$ cat config.mk
export PLATFORM = sky130hd
export DESIGN_NAME = seg_text_buffer
export DESIGN_NICKNAME = d
export VERILOG_FILES = /design/src/rtl/seg_text_buffer.sv
export SDC_FILE = /design/constraint.sdc
export NUM_CORES = 1
export LEC_CHECK = 0
export BUFFER_PORTS_ARGS = -buffer_cell sky130_fd_sc_hd__buf_4
export CORE_MARGIN = 10
export CORE_UTILIZATION = 29
export CTS_BUF_LIST = sky130_fd_sc_hd__clkbuf_4 sky130_fd_sc_hd__clkbuf_8
export CTS_CLUSTER_SIZE = 40
export DETAILED_ROUTE_END_ITERATION = 6
export RECOVER_POWER = 100
export SYNTH_ARGS = -nofsm -noshare
export SYNTH_HDL_FRONTEND = slang
export SYNTH_SLANG_ARGS = --single-unit
$ cat constraint.sdc
create_clock -name clk -period 5.88 [get_ports clk]
set_input_delay 0 -clock clk [delete_from_list [all_inputs] [get_ports clk]]
set_output_delay 0 -clock clk [all_outputs]
set_load 0.05 [all_outputs]
$ cat src/rtl/seg_text_buffer.sv
// seg_text_buffer: character entry buffer that feeds the 8-digit multiplexed
// 7-segment scanner. Incoming character codes are turned into segment
// patterns. The patterns are kept left-aligned in an 8-digit text store, and
// the registered seg_val image adds a blinking cursor after the newest char.
//
// Handshake: a command is taken on a rising edge where in_valid and in_ready
// are both 1. in_ready only drops while freeze holds an occupied stage 1. A
// producer must keep in_valid, in_cmd and in_char stable until the command
// is taken.
module seg_text_buffer #(
   parameter int unsigned BLINK_DIV  = 25_000_000,
   parameter logic [7:0]  CURSOR_PAT = 8'h08
) (
   input  logic        clk,
   input  logic        rst,
   input  logic        in_valid,
   output logic        in_ready,
   input  logic [1:0]  in_cmd,
   input  logic [5:0]  in_char,
   input  logic        freeze,
   output logic [63:0] seg_val,
   output logic [3:0]  char_cnt,
   output logic        overflow
);

   localparam int BW = $clog2(BLINK_DIV);
   localparam logic [BW-1:0] BLINK_LAST = BW'(BLINK_DIV - 1);

   localparam logic [1:0] CMD_PUSH  = 2'b00;
   localparam logic [1:0] CMD_BKSP  = 2'b01;
   localparam logic [1:0] CMD_CLEAR = 2'b10;
   localparam logic [1:0] CMD_DP    = 2'b11;

   // Character code to segment pattern (bit0=a .. bit6=g, dp always 0).
   function automatic logic [7:0] font(input logic [5:0] code);
      logic [7:0] pat;
      case (code)
         6'd0:    pat = 8'h3F;
         6'd1:    pat = 8'h06;
         6'd2:    pat = 8'h5B;
         6'd3:    pat = 8'h4F;
         6'd4:    pat = 8'h66;
         6'd5:    pat = 8'h6D;
         6'd6:    pat = 8'h7D;
         6'd7:    pat = 8'h07;
         6'd8:    pat = 8'h7F;
         6'd9:    pat = 8'h6F;
         6'd10:   pat = 8'h77; // A
         6'd11:   pat = 8'h7C; // B
         6'd12:   pat = 8'h39; // C
         6'd13:   pat = 8'h5E; // D
         6'd14:   pat = 8'h79; // E
         6'd15:   pat = 8'h71; // F
         6'd16:   pat = 8'h3D; // G
         6'd17:   pat = 8'h76; // H
         6'd18:   pat = 8'h30; // I
         6'd19:   pat = 8'h1E; // J
         6'd20:   pat = 8'h75; // K
         6'd21:   pat = 8'h38; // L
         6'd22:   pat = 8'h37; // M
         6'd23:   pat = 8'h54; // N
         6'd24:   pat = 8'h5C; // O
         6'd25:   pat = 8'h73; // P
         6'd26:   pat = 8'h67; // Q
         6'd27:   pat = 8'h50; // R
         6'd28:   pat = 8'h6D; // S
         6'd29:   pat = 8'h78; // T
         6'd30:   pat = 8'h3E; // U
         6'd31:   pat = 8'h1C; // V
         6'd32:   pat = 8'h2A; // W
         6'd33:   pat = 8'h49; // X
         6'd34:   pat = 8'h6E; // Y
         6'd35:   pat = 8'h5B; // Z
         6'd37:   pat = 8'h40; // dash
         default: pat = 8'h00; // blank (36 and 38..63)
      endcase
      return pat;
   endfunction

   // Stage 1: one captured command with its encoded pattern.
   logic       s1_full;
   logic [1:0] s1_cmd;
   logic [7:0] s1_pat;
   logic       accept;
   logic       apply;

   // Text store, and the state that is computed for the next edge.
   logic [63:0]   text;
   logic [63:0]   text_next;
   logic [63:0]   seg_next;
   logic [3:0]    cnt;
   logic [3:0]    cnt_next;
   logic          ovf_next;
   logic          full;
   logic [2:0]    wr_idx;
   logic [2:0]    nw_idx;
   logic [2:0]    cur_idx;
   logic [BW-1:0] blink_cnt;
   logic [BW-1:0] blink_cnt_next;
   logic          blink_on;
   logic          blink_on_next;

   assign in_ready = ~(freeze & s1_full);
   assign accept   = in_valid & in_ready;
   assign apply    = s1_full & ~freeze;
   assign char_cnt = cnt;

   assign full    = (cnt == 4'd8);
   // The free slot for the next push is digit 7-cnt. It is only used when cnt < 8.
   assign wr_idx  = 3'd7 - cnt[2:0];
   // The newest char sits at digit 8-cnt. The modulo-8 subtraction maps cnt=8 to digit 0.
   assign nw_idx  = 3'd0 - cnt[2:0];
   assign cur_idx = 3'd7 - cnt_next[2:0];

   // Capture a command on handshake. When freeze is 0, stage 1 drains into stage 2 every cycle.
   always_ff @(posedge clk or negedge rst) begin
      if (!rst) begin
         s1_full <= 1'b0;
         s1_cmd  <= CMD_PUSH;
         s1_pat  <= 8'h00;
      end else if (accept) begin
         s1_full <= 1'b1;
         s1_cmd  <= in_cmd;
         s1_pat  <= font(in_char);
      end else if (!freeze) begin
         s1_full <= 1'b0;
      end
   end

   // Stage 2: work out the buffer contents after the staged command is applied.
   always_comb begin
      text_next = text;
      cnt_next  = cnt;
      ovf_next  = 1'b0;
      if (apply) begin
         case (s1_cmd)
            CMD_PUSH: begin
               if (full) begin
                  // Scroll: the oldest digit (7) falls off and the new char lands at digit 0.
                  text_next = {text[55:0], s1_pat};
                  ovf_next  = 1'b1;
               end else begin
                  text_next[{wr_idx, 3'b000} +: 8] = s1_pat;
                  cnt_next = cnt + 4'd1;
               end
            end
            CMD_BKSP: begin
               if (cnt != 4'd0) begin
                  text_next[{nw_idx, 3'b000} +: 8] = 8'h00;
                  cnt_next = cnt - 4'd1;
               end
            end
            CMD_CLEAR: begin
               text_next = 64'h0;
               cnt_next  = 4'd0;
            end
            default: begin
               if (cnt != 4'd0) begin
                  text_next[{nw_idx, 3'b111}] = ~text[{nw_idx, 3'b111}];
               end
            end
         endcase
      end
   end

   // Blink timebase: the phase flips on the last count of each half-period.
   always_comb begin
      blink_cnt_next = blink_cnt + 1'b1;
      blink_on_next  = blink_on;
      if (blink_cnt == BLINK_LAST) begin
         blink_cnt_next = '0;
         blink_on_next  = ~blink_on;
      end
   end

   // Cursor overlay on the next-state image, so seg_val tracks the buffer without extra delay.
   always_comb begin
      seg_next = text_next;
      if (!cnt_next[3] && blink_on_next) begin
         seg_next[{cur_idx, 3'b000} +: 8] = text_next[{cur_idx, 3'b000} +: 8] | CURSOR_PAT;
      end
   end

   // Buffer, display image and blink state all advance together. Freeze holds every one of them.
   always_ff @(posedge clk or negedge rst) begin
      if (!rst) begin
         text      <= 64'h0;
         cnt       <= 4'd0;
         seg_val   <= 64'h0;
         overflow  <= 1'b0;
         blink_cnt <= '0;
         blink_on  <= 1'b0;
      end else if (freeze) begin
         overflow <= 1'b0;
      end else begin
         text      <= text_next;
         cnt       <= cnt_next;
         seg_val   <= seg_next;
         overflow  <= ovf_next;
         blink_cnt <= blink_cnt_next;
         blink_on  <= blink_on_next;
      end
   end

endmodule

==> run_results.csv, run 1 <==
group,metric,value,unit
global_routing,grt_pass1_vias,9240,
finish,diodes,0,
floorplanning,die-area,42600,sq um
timing,max-slew-margin-rel,-85.9,%
critical_path,critPathMaxFanout,16,
pwr,cellLeakagePower,4.65,nW
critical_path,r2r_slack,0.80,ns
timing,rsz0062_at_grt,"no",
critical_path,cp_top_family,"compound AO/OA/AOI/OAI gates",
job,cap_violations,3,
synth,synth_seq_cells,169,
finish,mostFrequentLayoutCells,"dfrtp_1, nand2_1, nor2_1, clkbuf_1, o21ai_0",
critical_path,cp_cell_sequence,"inv_1, ha_1, nand2b_1, o2111ai_1, o311a_1, inv_2, ha_1, ha_1, inv_1, o2111ai_1, nor4_1, buf_4, nand2_1, o22ai_1, o21ai_0",
cts,clk_latency,0.49,ns
detailed_routing,routed_wirelength,36.2,mm
global_routing,grt_first_pass_wirelength,55.9,mm
timing,fin_worst_skew,0.0177,ns
timing,hold_violations,0,
timing,fmax,0.197,GHz
timing,worstMarginPinSlew,2.79,ns
run_status,status,"finished, violations left",
finish,finalNetCount,1175,
critical_path,crit-reg2reg-launch,"char_cnt[1]",
critical_path,cp-end-kind,"register",
timing,setup_violations,0,
timing,maxSlewViolCount,174,
global_routing,grtUsageTotal,16.8,%
synth,syn_nets,1130,
finish,layout_commonest_cell,"dfrtp_1",
timing,min_period,5.08,ns
finish,final_util,32.6,%
detailed_routing,num_vias,9404,
detailed_routing,dr.pass1.iters,6,
detailed_routing,avgViaCountPerCell,5.83,
critical_path,cp_common_cell,"ha_1",
cts,cts_root_buf,"clkbuf_8",
floorplanning,placementRows,68,
finish,syn_to_final_growth,11.5,%
critical_path,cp-start-kind,"register",
hold_path,hp-class,"input port to register",
synth,seq_area_frac_synth,41.9,%
cts,clkTransAtPathRegs,0.10,ns
hold_path,hold_depth,3,
synth,synth_edf_count,0,
pwr,powerDensity,481,nW/um^2
global_routing,overflow,0,
floorplanning,fp.dieW,206,microns
critical_path,crit_type,"register to register",
placement,gp_congestion,0.922,
floorplanning,fp.dieH,206,microns
global_routing,grt_max_degree,88,
cts,cts_tree,"done",
global_routing,grt_util_met1,22.2,%
hold_path,holdPathEnd,"blink_cnt[0]",
placement,io_buffers,81,
synth,yosys_warnings,0,
timing,fin_crit_sh,86.3,%
critical_path,arrival,5.40,ns
global_routing,met2_usage,26.4,%
placement,hpwl,26.1,mm
cts,post_cts_resized,0,
global_routing,top_usage_layer,"met2",
synth,synthCells,1100,
detailed_routing,drt-wirelength-per-cell,22.5,microns
floorplanning,core,34500,sq um
global_routing,antenna_found_initial,0,
synth,avgSynthCellArea,9.17,sq um
cts,cts.sinks,169,
cts,htreeDepth,4,
synth,ys.flop_type,"dfrtp_1",
floorplanning,initial_core_util,29.3,%
critical_path,crit_slowest_cell,"nor4_1",
synth,postSynth.asyncResetShare,100,%
floorplanning,ios,82,
hold_path,hold_start,"freeze",
detailed_routing,drtIter0Drc,990,
critical_path,critPathBufInv,4,
timing,finalSetupTns,0,ns
critical_path,slowest_delay,0.82,ns
pwr,irDropWorstVdd,0.221,mV
detailed_routing,detail-route-antenna-nets,0,
critical_path,ff2ff_path_depth,15,
critical_path,rr_endpoint,"seg_val[32]",
cts,numCtsBuffers,17,
critical_path,cp.required,6.21,ns
finish,drive_gt1_share,8.12,%
global_routing,gr-usage-met3,3.01,%
run_status,violations,"capacitance limit, slew limit",
detailed_routing,drc_errors,0,
cts,clk_path_buf_depth,2,
synth,syn_area,10100,sq um
synth,ys_types,86,
-- final cells by class --
| class | instances | area, sq um |
|---|---|---|
| Sequential cell | 169 | 4230 |
| Timing Repair Buffer | 109 | 557 |
| Tap cell | 455 | 569 |
| Clock buffer | 21 | 277 |
| Inverter | 49 | 184 |
| Clock inverter | 11 | 136 |
| Fill cell | 3658 | 23200 |
| Multi-Input combinational cell | 799 | 5290 |
-- per-stage QoR --
stage / area [sq um] / worst slack (ns) / hold WS, ns / total power [mW] / std cells
2_1_floorplan: 10100 / 1.37 / -0.296 / 3.69 / 1100
3_3_place_gp: 11000 / 1.14 / -0.0285 / 4.62 / 1571
3_5_place_dp: 11000 / 1.04 / -0.0221 / 4.64 / 1571
4_1_cts: 11600 / 0.987 / 0.0189 / 5.54 / 1613
5_1_grt: 11200 / 0.310 / 0.0862 / 5.71 / 1613
6_report: 11200 / 0.805 / 0.0740 / 5.40 / 1613
-- metal layers --
layer	vias to the layer above	wire length (microns)
met3	75	2480
li1	4217	-
met1	4691	15600
met4	0	1300
met5	-	0
met2	421	16800
-- sequential cells by signal (all words and copies together), names as in the netlist --
name / flops
blink_cnt: 25
s1_full: 1
s1_pat: 7
char_cnt: 4
seg_val: 64
blink_on: 1
overflow: 1
text: 64
s1_cmd: 2
-- Yosys cell counts, types with 12 or more instances --
master	instances	area share (%)
and3_1	21	1.3
nand2b_1	14	0.87
a221o_1	22	2.2
nor2b_1	16	0.99
ha_1	18	2.2
a22o_1	14	1.2
o21ai_0	60	3.0
o21ai_1	12	0.60
mux2i_1	19	1.9
a221oi_1	15	1.3
clkbuf_1	45	1.7
nand2_1	114	4.2
nor2_1	75	2.8
o2111ai_1	13	1.1
inv_1	44	1.6
o31ai_1	12	0.89
o22ai_1	17	1.1
buf_2	26	1.3
dfrtp_1	169	42
nor3_1	40	2.0
xnor2_1	12	1.0
a211oi_1	12	0.89
o2bb2ai_1	15	1.3
nand3_1	19	0.94
a21oi_1	51	2.5
a32oi_1	18	1.6
-- how the worst max path moves through the flow --
stage,cells past startpoint,end,startpoint
floorplan,19,seg_val[39],char_cnt[0]
global placement,15,seg_val[17],char_cnt[1]
detailed placement,15,seg_val[17],char_cnt[1]
CTS,15,seg_val[17],char_cnt[1]
global route,16,seg_val[33],char_cnt[1]
finish,15,seg_val[32],char_cnt[1]
-- logic make-up after synthesis --
logic type                 Yosys count  synth area share (%)
DFF                                169                  41.9
muxes                               33                  3.78
buffers and inverters              132                  5.65
adders and majority gates           18                  2.23
xor gates and xnor gates            24                  2.27
AOI/OAI and AO/OA                  345                  24.6
and+or+nand+nor                    379                  19.6
-- where the power goes --
part	leakage, nW	internal (mW)	switching, mW
registers	2.25	1.42	0.267
clock network	0.205	0.417	0.476
logic	2.19	0.742	2.08
-- repair_timing --
item,CTS,global route
endpoints found under the hold margin,57,0
setup buffers,0,0
hold buffers,10,0
-- tightest hold or removal path, stage by stage --
cell	delay, ns
buf_4	0.31
nand2_1	0.12
o21ai_0	0.07
(Power assumes the default switching activity.)
==> run 2: changes to the inputs <==
--- a/config.mk
+++ b/config.mk
@@ -7,10 +7,11 @@
 export LEC_CHECK = 0
 export BUFFER_PORTS_ARGS = -buffer_cell sky130_fd_sc_hd__buf_4
 export CORE_MARGIN = 10
-export CORE_UTILIZATION = 29
+export CORE_UTILIZATION = 63
 export CTS_BUF_LIST = sky130_fd_sc_hd__clkbuf_4 sky130_fd_sc_hd__clkbuf_8
 export CTS_CLUSTER_SIZE = 40
 export DETAILED_ROUTE_END_ITERATION = 6
+export PLACE_DENSITY = 0.83
 export RECOVER_POWER = 100
 export SYNTH_ARGS = -nofsm -noshare
 export SYNTH_HDL_FRONTEND = slang
==> run 2 against run 1 <==
Effect of this change: the run still ends with capacitance limit, slew limit left; maximum frequency decreased by 6.8%; critical path depth fell by 2; clock-buffer cell count is 2 lower; sequential cell count unchanged.
==> run_results.csv, run 2 (same netlist as run 1, synthesis figures left out) <==
group,metric,value,unit
timing,worstMarginPinSlew,4.54,ns
pwr,irDropWorstVdd,0.381,mV
detailed_routing,drt-wirelength-per-cell,24.1,microns
cts,clk_path_buf_depth,2,
detailed_routing,dr.pass1.iters,7,
run_status,status,"finished, violations left",
critical_path,crit_type,"register to register",
placement,hpwl,23.9,mm
finish,syn_to_final_growth,8.68,%
cts,htreeDepth,4,
detailed_routing,drc_errors,0,
detailed_routing,wl_met3,3.48,mm
global_routing,grt_first_pass_wirelength,51.8,mm
critical_path,r2r_slack,0.44,ns
cts,cts_tree,"done",
job,cap_violations,1,
timing,max-slew-margin-rel,-202,%
detailed_routing,drtIter0Drc,1284,
detailed_routing,detail-route-antenna-nets,0,
cts,cts_root_buf,"clkbuf_8",
cts,clkTransAtPathRegs,0.10,ns
finish,mostFrequentLayoutCells,"dfrtp_1, nand2_1, clkbuf_1, nor2_1, o21ai_0",
critical_path,crit_slowest_cell,"xnor2_1",
timing,rsz0062_at_grt,"no",
critical_path,ff2ff_path_depth,13,
timing,maxSlewViolCount,100,
critical_path,cp_common_cell,"inv_1",
detailed_routing,num_vias,9658,
placement,gp_congestion,0.982,
hold_path,hp-class,"input port to register",
finish,diodes,0,
timing,fin_worst_skew,0.0133,ns
finish,top_regs,"seg_val x64, text x64, blink_cnt x25",
run_status,violations,"capacitance limit, slew limit",
critical_path,critPathMaxFanout,16,
hold_path,hold_depth,6,
global_routing,overflow,0,
global_routing,antenna_found_initial,1,
finish,finalNetCount,1177,
placement,io_buffers,81,
pwr,powerDensity,491,nW/um^2
detailed_routing,avgViaCountPerCell,7.02,
floorplanning,core,15800,sq um
critical_path,cp-start-kind,"register",
floorplanning,fp.dieH,147,microns
timing,finalSetupTns,0,ns
critical_path,cp_cell_sequence,"inv_1, ha_1, xnor2_1, inv_1, ha_1, inv_1, or4_1, a221o_1, a211o_1, o2111a_1, a2111o_1, mux2i_1, o21ai_0",
finish,layout_commonest_cell,"dfrtp_1",
timing,setup_violations,0,
global_routing,grtUsageTotal,30.0,%
critical_path,cp.required,6.22,ns
timing,hold_violations,0,
detailed_routing,route.met2.wl,15.0,mm
timing,min_period,5.44,ns
cts,numCtsBuffers,17,
critical_path,slowest_delay,0.77,ns
detailed_routing,wl_met1,13.1,mm
floorplanning,initial_core_util,63.9,%
floorplanning,fp.dieW,147,microns
hold_path,holdPathEnd,"s1_pat[6]",
pwr,cellLeakagePower,4.64,nW
timing,fmax,0.184,GHz
pwr,power,5.37,mW
global_routing,grt_pass1_vias,9165,
cts,post_cts_resized,0,
cts,postCtsSetupBuffers,0,
floorplanning,die-area,21500,sq um
finish,drive_gt1_share,8.36,%
global_routing,grt_max_degree,100,
floorplanning,ios,82,
timing,fin_crit_sh,92.6,%
critical_path,rr_endpoint,"seg_val[28]",
cts,clk_latency,0.48,ns
hold_path,hold_start,"in_char[1]",
detailed_routing,highest_layer,"met5",
critical_path,cp-end-kind,"register",
detailed_routing,routed_wirelength,33.1,mm
cts,cts.hold.buffers_added,10,
critical_path,crit-reg2reg-launch,"char_cnt[1]",
floorplanning,placementRows,46,
critical_path,arrival,5.79,ns
cts,cts.sinks,169,
-- run 2: critical path: cells and delay by family, from the launching register on --
family,cells,cell delay [ns]
compound gates,5,1.64
xor+xnor,1,0.77
flops,1,0.63
buf+inv,3,0.56
mux,1,0.24
fa+ha+maj,2,0.87
simple gates,1,0.59
-- run 2: per-layer routing --
| layer | up-vias | GRT usage, % |
|---|---|---|
| met5 | - | 0 |
| met4 | 2 | 14.9 |
| met3 | 125 | 7.73 |
| met2 | 631 | 45.9 |
| met1 | 4688 | 38.8 |
| li1 | 4212 | - |
-- run 2: how the worst max path moves through the flow --
stage,start,endpoint,slack (ns),cells past startpoint
floorplan,char_cnt[0],seg_val[39],1.37,19
global placement,char_cnt[1],seg_val[47],1.06,13
detailed placement,char_cnt[1],seg_val[25],0.87,14
CTS,char_cnt[1],seg_val[14],0.80,13
global route,char_cnt[1],seg_val[55],0.16,13
finish,char_cnt[1],seg_val[28],0.44,13
-- run 2: metrics by stage --
step	hold WS (ns)	worst slack [ns]	cells	utilization (%)	area, sq um
floorplan	-0.296	1.37	1100	-	10100
global placement	0.145	1.06	1334	68.2	10800
detailed placement	0.155	0.875	1334	68.2	10800
CTS	0.0608	0.804	1376	71.5	11300
global route	0.103	0.159	1376	69.5	11000
finish	0.0542	0.435	1376	69.5	11000
-- run 2: final cells by class --
type | count | area (sq um)
multi-input combinational | 799 | 5280
fill | 1350 | 4810
sequential | 169 | 4230
timing repair buffer | 111 | 579
tap | 216 | 270
clock buffer | 19 | 249
inverter | 49 | 184
clock inverter | 13 | 168
-- run 2: report_power, final --
group,internal (mW),leakage (nW),switching [mW],total [mW]
clock,0.434,0.202,0.464,0.898
combinational,0.732,2.19,2.08,2.81
sequential,1.42,2.25,0.248,1.67
==> run 3: changes to the inputs <==
--- a/config.mk
+++ b/config.mk
@@ -11,7 +11,7 @@
 export CTS_BUF_LIST = sky130_fd_sc_hd__clkbuf_4 sky130_fd_sc_hd__clkbuf_8
 export CTS_CLUSTER_SIZE = 40
 export DETAILED_ROUTE_END_ITERATION = 6
-export PLACE_DENSITY = 0.83
+export PLACE_DENSITY = 0.8
 export RECOVER_POWER = 100
 export SYNTH_ARGS = -nofsm -noshare
 export SYNTH_HDL_FRONTEND = slang
==> constraint.sdc (replaced) <==
create_clock -name clk -period 5.8 [get_ports clk]
set_input_delay 0 -clock clk [delete_from_list [all_inputs] [get_ports clk]]
set_output_delay 0 -clock clk [all_outputs]
set_load 0.05 [all_outputs]
==> run 3 against run 2 <==
Effect of this change: largest cell class unchanged; global-route usage is 0.98 points lower; sequential share of layout area is 0.066 points higher; design area is 0.17% lower; clock-buffer cell count is 2 lower; worst hold slack worse by 0.030 ns; final cell count hardly changed; via count is 2.6% lower; largest power group unchanged; the flow still finishes with violations (capacitance limit, slew limit); highest routed layer is now met4; power is 0.32% higher; critical path type unchanged; clock power is 2.7% higher; maximum frequency is 5.9% higher.
==> run_results.csv, run 3 (same netlist as run 1, synthesis figures left out) <==
group,metric,value,unit
run_status,status,"finished, violations left",
run_status,violations,"capacitance limit, slew limit",
floorplanning,die-area,21500,sq um
timing,setup_ws,0.658,ns
cts,clk_latency,0.49,ns
critical_path,cp.required,6.17,ns
critical_path,cp-end-kind,"register",
finish,top_regs,"seg_val x64, text x64, blink_cnt x25",
critical_path,crit_type,"register to register",
global_routing,grt_first_pass_wirelength,50.4,mm
placement,gp_congestion,0.979,
critical_path,critPathMaxFanout,16,
timing,min_period,5.14,ns
floorplanning,initial_core_util,63.9,%
pwr,power.internal,2.59,mW
global_routing,antenna_found_initial,0,
detailed_routing,drc_errors,0,
critical_path,ff2ff_path_depth,12,
finish,layout_commonest_cell,"dfrtp_1",
finish,mostFrequentLayoutCells,"dfrtp_1, nand2_1, nor2_1, clkbuf_1, o21ai_0",
pwr,p_switching,2.80,mW
global_routing,grt_pass1_vias,8909,
placement,dpl.cell_count,1336,
floorplanning,ios,82,
pwr,power,5.39,mW
placement,placed_cell_area,10800,sq um
timing,fmax,0.194,GHz
cts,post_cts_resized,0,
timing,fin_worst_skew,0.0187,ns
detailed_routing,dr.pass1.iters,6,
finish,n_fill_cell,1390,
global_routing,overflow,0,
finish,final_cells,1375,
detailed_routing,detail-route-antenna-nets,0,
pwr,sequentialPowerShare,31.4,%
cts,clkTransAtPathRegs,0.11,ns
cts,numCtsBuffers,17,
detailed_routing,avgViaCountPerCell,6.84,
pwr,powerDensity,493,nW/um^2
detailed_routing,num_vias,9407,
cts,cts_root_buf,"clkbuf_8",
critical_path,cp_cell_sequence,"inv_1, ha_1, xnor2_1, inv_1, ha_1, o2111ai_1, a211o_1, o221a_2, a22o_1, a211o_1, or2_0, a221o_1",
floorplanning,fp.dieW,147,microns
critical_path,cp-start-kind,"register",
floorplanning,core,15800,sq um
timing,worstMarginPinSlew,4.50,ns
cts,htreeDepth,4,
hold_path,hold_depth,4,
finish,finalNetCount,1176,
detailed_routing,routed_wirelength,31.7,mm
timing,fin_crit_sh,88.7,%
pwr,cellLeakagePower,4.66,nW
detailed_routing,drtIter0Drc,1212,
pwr,pwr-share-comb,51.5,%
critical_path,crit_slowest_cell,"xnor2_1",
timing,max-slew-margin-rel,-200,%
cts,clk_path_buf_depth,2,
timing,rsz0062_at_grt,"no",
hold_path,hp-class,"input port to register",
pwr,irDropWorstVdd,0.341,mV
placement,pre_cts_slack,1.08,ns
finish,syn_to_final_growth,8.49,%
floorplanning,placementRows,46,
cts,postCtsSetupBuffers,0,
critical_path,slowest_delay,0.68,ns
cts,cts.sinks,169,
cts,cts.hold.buffers_added,7,
placement,io_buffers,81,
cts,cts_tree,"done",
pwr,pwr-share-clk,17.1,%
finish,drive_gt1_share,8.37,%
critical_path,arrival,5.51,ns
finish,finish.instance_area,10900,sq um
floorplanning,fp.dieH,147,microns
detailed_routing,drt-wirelength-per-cell,23.1,microns
finish,diodes,0,
pwr,switching_share,52.0,%
global_routing,grtUsageTotal,29.1,%
timing,setup_violations,0,
timing,finalSetupTns,0,ns
timing,hold_violations,0,
placement,hpwl,23.0,mm
timing,maxSlewViolCount,173,
global_routing,grt_max_degree,98,
job,cap_violations,2,
-- run 3: changes by cell type in the layout (fill, tap and decap cells not counted), sizes merged --
cell         before  now
inv              52   58
buf              24   28
clkbuf           95   91
clkinvlp          4    1
dlygate4sd3      10    7
bufinv            3    2
-- run 3: through the flow --
stage	utilization (%)	hold slack, ns
floorplan	-	-0.296
global placement	68.2	0.144
detailed placement	68.2	0.165
CTS	71.4	0.00470
global route	69.4	0.0414
finish	69.4	0.0247
-- run 3: power groups by stage --
stage / clock network (mW) / registers [mW] / logic [mW]
6_report: 0.922 / 1.69 / 2.78
5_1_grt: 0.975 / 1.72 / 2.97
4_1_cts: 0.928 / 1.69 / 2.89
3_5_place_dp: 0 / 1.71 / 2.88
3_3_place_gp: 0 / 1.70 / 2.87
2_1_floorplan: 0 / 2.14 / 1.61
-- run 3: cell type report --
cell class                 count  area, sq um  area share [%]
clock buffer                  17          234            2.14
clock inverter                15          198            1.81
inverter                      49          184            1.68
multi-input combinational    799         5260            48.0
sequential                   169         4230            38.7
tap                          216          270            2.47
timing repair buffer         110          568            5.19
-- run 3: worst max-delay path, delay by kind of cell (launching register included) --
kind | cells | cell delay (ns)
flops | 1 | 0.67
fa+ha+maj | 2 | 0.84
buf+inv | 2 | 0.42
simple gates | 1 | 0.35
xor+xnor | 1 | 0.68
compound gates | 6 | 2.06
-- run 3: worst paths after layout --
path | slack (ns) | to | from
worst max-delay path | 0.66 | seg_val[63] | char_cnt[1]
max in group asynchronous | 1.24 | text[9] | rst
worst max register to register | 0.66 | seg_val[63] | char_cnt[1]
worst min-delay path | 0.02 | s1_pat[4] | in_char[3]
min in group asynchronous | 1.87 | blink_cnt[5] | rst
worst min register to register | 0.49 | blink_cnt[4] | blink_cnt[4]
-- run 3: metal layers --
metal | up-vias | track usage (%) | wire length (microns)
li1 | 4205 | - | -
met1 | 4554 | 40.0 | 13200
met2 | 539 | 43.6 | 14200
met4 | 0 | 13.7 | 1490
met5 | - | 0 | 0
met3 | 109 | 5.10 | 2770
